--- config.mk ---
export PLATFORM = sky130hd
export DESIGN_NAME = dsp_mac_sequencer
export DESIGN_NICKNAME = d
export VERILOG_FILES = /design/src/rtl/dsp_mac_sequencer.sv
export SDC_FILE = /design/constraint.sdc
export NUM_CORES = 1
export LEC_CHECK = 0
export BUFFER_PORTS_ARGS = -buffer_cell sky130_fd_sc_hd__buf_2
export CAP_MARGIN = 20
export CORE_AREA = 2 2 107 109
export CTS_CLUSTER_SIZE = 8
export DETAILED_ROUTE_END_ITERATION = 7
export DIE_AREA = 0 0 109 111
export PLACE_DENSITY_LB_ADDON = 0.08
export SETUP_SLACK_MARGIN = 0.2
export SYNTH_ARGS = -nofsm -noshare
export SYNTH_HDL_FRONTEND = slang
export SYNTH_SLANG_ARGS = --single-unit
--- constraint.sdc ---
create_clock -name clk -period 3.65 [get_ports clk]
set_input_delay 0.5475 -clock clk [delete_from_list [all_inputs] [get_ports clk]]
set_output_delay 0.5475 -clock clk [all_outputs]
set_load 0.1 [all_outputs]
--- src/rtl/dsp_mac_sequencer.sv ---
// dsp_mac_sequencer
//   Job-level controller in front of one DSP MAC slice. It takes a dot-product
//   command, streams operand pairs into the slice, waits out the slice output
//   latency and returns the 2*WIDTH result over a valid/ready port.
//
// Ports
//   clk, rst               clock (rising edge), synchronous active-low reset
//   cmd_*                  command handshake: len, mode, pipe depth, bias
//   op_*                   operand pair handshake (A, B)
//   dsp_*                  slice controls/operands out, dsp_out result in
//   res_*                  result handshake
//   err                    one-cycle pulse when a command with mode 11 is dropped
//
// state  | meaning
// -------+------------------------------------------------------------------
// IDLE   | waiting for a command, cmd_ready high
// RUN    | start/mac high, forwarding operand beats until len are accepted
// DRAIN  | slice idle, counting down the configured output latency
// DONE   | result held on res_data with res_valid high until res_ready
module dsp_mac_sequencer #(
  parameter int WIDTH         = 16,
  parameter int PIPELINE_BITS = 3,
  parameter int LEN_BITS      = 8
) (
  input  logic                     clk,
  input  logic                     rst,
  input  logic                     cmd_valid,
  output logic                     cmd_ready,
  input  logic [LEN_BITS-1:0]      cmd_len,
  input  logic [1:0]               cmd_mode,
  input  logic [PIPELINE_BITS-1:0] cmd_pipe,
  input  logic [2*WIDTH-1:0]       cmd_bias,
  input  logic                     op_valid,
  output logic                     op_ready,
  input  logic [WIDTH-1:0]         op_a,
  input  logic [WIDTH-1:0]         op_b,
  output logic                     dsp_start,
  output logic                     dsp_mac,
  output logic [1:0]               dsp_mode,
  output logic [WIDTH-1:0]         dsp_aa,
  output logic [WIDTH-1:0]         dsp_bb,
  output logic [2*WIDTH-1:0]       dsp_cc,
  output logic [PIPELINE_BITS-1:0] dsp_pipe_stages,
  output logic                     dsp_shift_enable,
  input  logic [2*WIDTH-1:0]       dsp_out,
  output logic                     res_valid,
  input  logic                     res_ready,
  output logic [2*WIDTH-1:0]       res_data,
  output logic                     err
);

  typedef enum logic [1:0] {
    S_IDLE  = 2'd0,
    S_RUN   = 2'd1,
    S_DRAIN = 2'd2,
    S_DONE  = 2'd3
  } state_t;

  state_t                   r_state;
  logic [LEN_BITS-1:0]      r_len;
  logic [LEN_BITS-1:0]      r_cnt;
  logic [PIPELINE_BITS-1:0] r_drain;
  logic [1:0]               r_mode;
  logic [PIPELINE_BITS-1:0] r_pipe;
  logic [2*WIDTH-1:0]       r_bias;
  logic [2*WIDTH-1:0]       r_res;
  logic                     r_cmd_ready;
  logic                     r_run;
  logic                     r_res_valid;
  logic                     r_err;

  logic w_op_ready;
  logic w_op_fire;
  logic w_last;

  // r_run is high exactly while in RUN; it is set/cleared on the transitions.
  assign w_op_ready = r_run && (r_cnt < r_len);
  assign w_op_fire  = w_op_ready && op_valid;
  assign w_last     = w_op_fire && (LEN_BITS'(r_cnt + 1'b1) == r_len);

  always_ff @(posedge clk) begin
    if (!rst) begin
      r_state     <= S_IDLE;
      r_len       <= '0;
      r_cnt       <= '0;
      r_drain     <= '0;
      r_mode      <= '0;
      r_pipe      <= '0;
      r_bias      <= '0;
      r_res       <= '0;
      r_cmd_ready <= 1'b1;
      r_run       <= 1'b0;
      r_res_valid <= 1'b0;
      r_err       <= 1'b0;
    end else begin
      r_err <= 1'b0;
      case (r_state)
        S_IDLE: begin
          if (cmd_valid) begin
            if (cmd_mode == 2'b11) begin
              // illegal mode: nothing is latched, the slice keeps its old setup
              r_err <= 1'b1;
            end else begin
              r_len       <= cmd_len;
              r_mode      <= cmd_mode;
              r_pipe      <= cmd_pipe;
              r_bias      <= cmd_bias;
              r_cnt       <= '0;
              r_cmd_ready <= 1'b0;
              if (cmd_len == '0) begin
                // empty dot product: the answer is just the bias
                r_res       <= cmd_bias;
                r_res_valid <= 1'b1;
                r_state     <= S_DONE;
              end else begin
                r_run   <= 1'b1;
                r_state <= S_RUN;
              end
            end
          end
        end
        S_RUN: begin
          if (w_op_fire) begin
            r_cnt <= r_cnt + 1'b1;
            if (w_last) begin
              r_run <= 1'b0;
              if (r_pipe == '0) begin
                // zero-latency slice: result already includes this beat
                r_res       <= dsp_out;
                r_res_valid <= 1'b1;
                r_state     <= S_DONE;
              end else begin
                r_drain <= r_pipe - 1'b1;
                r_state <= S_DRAIN;
              end
            end
          end
        end
        S_DRAIN: begin
          if (r_drain == '0) begin
            r_res       <= dsp_out;
            r_res_valid <= 1'b1;
            r_state     <= S_DONE;
          end else begin
            r_drain <= r_drain - 1'b1;
          end
        end
        S_DONE: begin
          if (res_ready) begin
            r_res_valid <= 1'b0;
            r_cmd_ready <= 1'b1;
            r_state     <= S_IDLE;
          end
        end
        default: begin
          r_state <= S_IDLE;
        end
      endcase
    end
  end

  assign cmd_ready        = r_cmd_ready;
  assign op_ready         = w_op_ready;
  assign dsp_start        = r_run;
  assign dsp_mac          = r_run;
  assign dsp_mode         = r_mode;
  // bubbles feed zeros so the slice adds nothing while holding its accumulator
  assign dsp_aa           = w_op_fire ? op_a : '0;
  assign dsp_bb           = w_op_fire ? op_b : '0;
  assign dsp_cc           = r_bias;
  assign dsp_pipe_stages  = r_pipe;
  assign dsp_shift_enable = 1'b0;
  assign res_valid        = r_res_valid;
  assign res_data         = r_res;
  assign err              = r_err;

endmodule

==> impl_metrics.env <==
export IMPL_ant_nets=0
export IMPL_grt_overflow_total=0
export IMPL_cts_num_sinks=94
export IMPL_worst_pin_slew_ns=0.905
export IMPL_cp_end_kind="flop"
export IMPL_cts_max_path_buffers=2
export IMPL_layout_drive_gt1_share_pct=35.6
export IMPL_synthDistinctLibCells=51
export IMPL_nFillCells=1002
export IMPL_wl_mm=13.9
export IMPL_grt_start_max_net_pins=128
export IMPL_holdWs_ns=0.458
export IMPL_path_max_fanout=32
export IMPL_regArea_um2=1880
export IMPL_viasPerCell=5.15
export IMPL_initial_core_util_pct=46.1
export IMPL_wl_per_cell_um=14.6
export IMPL_antenna_found_initial=0
export IMPL_crit_path_cell_trace="ha_1 -> a21oi_1 -> o2111ai_1 -> or2_2 -> nor3_4 -> a31oi_4 -> or4_4 -> mux2i_1"
export IMPL_drtIter0Drc=233
export IMPL_ys_async_sr_fraction_pct=0
export IMPL_drv_slew=0
export IMPL_rows=39
export IMPL_syn_inst=610
export IMPL_insertion_delay_ns=0.34
export IMPL_firstDrtPassIters=5
export IMPL_io_pins=222
export IMPL_p_per_area_nw_per_um2=904
export IMPL_cp_slowest_cell="or4_4"
export IMPL_synth_ff_type="dfxtp_1"
export IMPL_rrSetupSlack_ns=0.59
export IMPL_coreArea_um2=11100
export IMPL_die_w_um=109
export IMPL_critPathArrivalTime_ns=3.26
export IMPL_post_cts_buffers=0
export IMPL_cts_tree="done"
export IMPL_avgSynthCellArea_um2=8.38
export IMPL_netlist_area_um2=5110
export IMPL_grt_pass1_wl_mm=22.1
export IMPL_worstSetupStartpointType="flop"
export IMPL_hold_start="res_data[2]"
export IMPL_maxClockFrequency_mhz=326
export IMPL_cp_top_family="simple AND/OR/NAND/NOR gates"
export IMPL_fin_worst_skew_ns=0.00721
export IMPL_ys_warn_count=0
export IMPL_htree_levels=3
export IMPL_grt_pass1_vias=4785
export IMPL_cp_startpoint="r_cnt[5]"
export IMPL_path_buf_inv=0
export IMPL_synthesis_nets=739
export IMPL_rr_startpoint="r_cnt[5]"
export IMPL_synth_top_area_cell="dfxtp_1"
export IMPL_gp_congestion=0.857
export IMPL_cp_required_ns=3.85
export IMPL_multi_input_area_um2=2950
export IMPL_min_period_ns=3.06
export IMPL_slew_headroom_pct=39.7
export IMPL_synth_top_cells_by_area="dfxtp_1 37%, nand2_1 13%, a21boi_0 7.3%"
export IMPL_synth_top_cell_area_share_pct=36.8
export IMPL_synthMostInstantiatedCell="nand2_1"
export IMPL_synth_seq_cells=94
export IMPL_n_antenna_cell=0
export IMPL_route_detailed_drc=0
export IMPL_numCtsBuffers=9
export IMPL_finalNetCount=932
export IMPL_status="finished clean"
export IMPL_placed_cells=933
export IMPL_cts_root_buf="clkbuf_16"
export IMPL_hpwl_mm=10.0
export IMPL_ys_seq_area_share_pct=36.8
export IMPL_vias=4900
export IMPL_area_delta_synth_final_pct=31.2
export IMPL_path_clk_slew_ns=0.07
export IMPL_peakVddDrop_uv=465
export IMPL_p_leak_nw=3.34
export IMPL_timing_max_cap_violations=0
export IMPL_synth_edf_count=0
export IMPL_hold_class="flop to flop"
export IMPL_setup_violations_final=0
export IMPL_dieArea_um2=12100
export IMPL_io_buffer_count=220
export IMPL_track_usage_pct=22.7
export IMPL_setup_tns_ns=0
export IMPL_critPathMaxStageDelay_ns=0.85
export IMPL_hold_viol=0
export IMPL_period_share_pct=83.9
export IMPL_worst_setup_path_type="flop to flop"
export IMPL_rsz0062_at_grt="no"
export IMPL_synth_common_cells="172 x nand2_1, 94 x dfxtp_1, 50 x a21boi_0, 37 x mux2i_1, 35 x clkbuf_1"
export IMPL_die_h_um=111
export IMPL_instances_no_fill=951
-- state kept, by name (all words and copies together) (netlist names) --
register         count
err                  1
r_len                8
dsp_mac              1
res_valid            1
dsp_pipe_stages      3
r_drain              3
dsp_mode             2
cmd_ready            1
res_data            32
r_state              2
dsp_cc              32
r_cnt                8
-- cells in the final DEF, fill, tap and decap left out, drive strengths merged, types with 5 or more instances in the layout --
cell type and count:
buf 224, nand2 172, dfxtp 94, a21boi 50, mux2i 37, and3 35, mux2 32, inv 18
o21ai 16, ha 15, nor2 13, nand3 10, clkbuf 9, nor3 9, xnor2 8, a21oi 7
nor2b 6, and2 5, or3 5
-- worst reg2reg max path, stage by stage (launching register included) --
cell and delay, ns:
dfxtp_1 0.50, ha_1 0.31, a21oi_1 0.14, o2111ai_1 0.15
or2_2 0.35, nor3_4 0.25, a31oi_4 0.14, or4_4 0.85
mux2i_1 0.24
-- path summary, 6_finish.rpt --
check / to / cells past startpoint
worst max-delay path: res_data[18] / 8
worst min-delay path: res_data[2] / 2
worst max register to register: res_data[18] / 8
worst min register to register: res_data[2] / 2
-- final cells by class --
cell class,count,area share (%)
clock buffer,9,3.36
timing repair buffer,224,19.2
tap,143,2.67
clock inverter,7,1.79
sequential,94,28.1
multi-input combinational,457,44.0
inverter,17,0.952
-- what timing repair did --
| item | 4_1_cts | 5_1_grt |
|---|---|---|
| hold endpoints to repair | 0 | 0 |
| setup endpoints to repair | 0 | 6 |
| gates resized for setup | 0 | 1 |
| hold buffers | 0 | 0 |
-- per-stage QoR --
step | setup slack (ns) | total power, mW | area, µm² | util (%)
after global placement | 0.716 | 4.93 | 6310 | 57.0
after floorplan | 0.468 | 4.44 | 5110 | -
after CTS | 0.338 | 6.09 | 6660 | 60.1
after detailed placement | 0.620 | 4.99 | 6310 | 57.0
after global routing | 0.360 | 6.34 | 6710 | 60.5
final | 0.587 | 6.06 | 6710 | 60.5
-- layer usage --
layer	global-route usage, %	share of wire, %	wire length, µm
met2	40.2	49	6720
met1	25.9	42	5770
met3	5.64	7.7	1060
met5	0	0	0
met4	8.29	2.2	299
-- cells by family after synthesis --
kind of cell    synth area share (%)
xor+xnor                        1.71
simple gates                    24.0
buf+inv                         5.61
compound gates                  13.8
fa+ha+maj                       3.67
flops                           36.8
mux                             14.3
other cells                   0.0734
-- power breakdown --
group / leakage [nW] / switching (mW) / internal, mW
combinational: 2.40 / 2.74 / 0.853
clock: 0.172 / 0.416 / 0.675
sequential: 0.766 / 0.131 / 1.25
total: 3.34 / 3.28 / 2.78
Power figures use the tool's default switching activity.
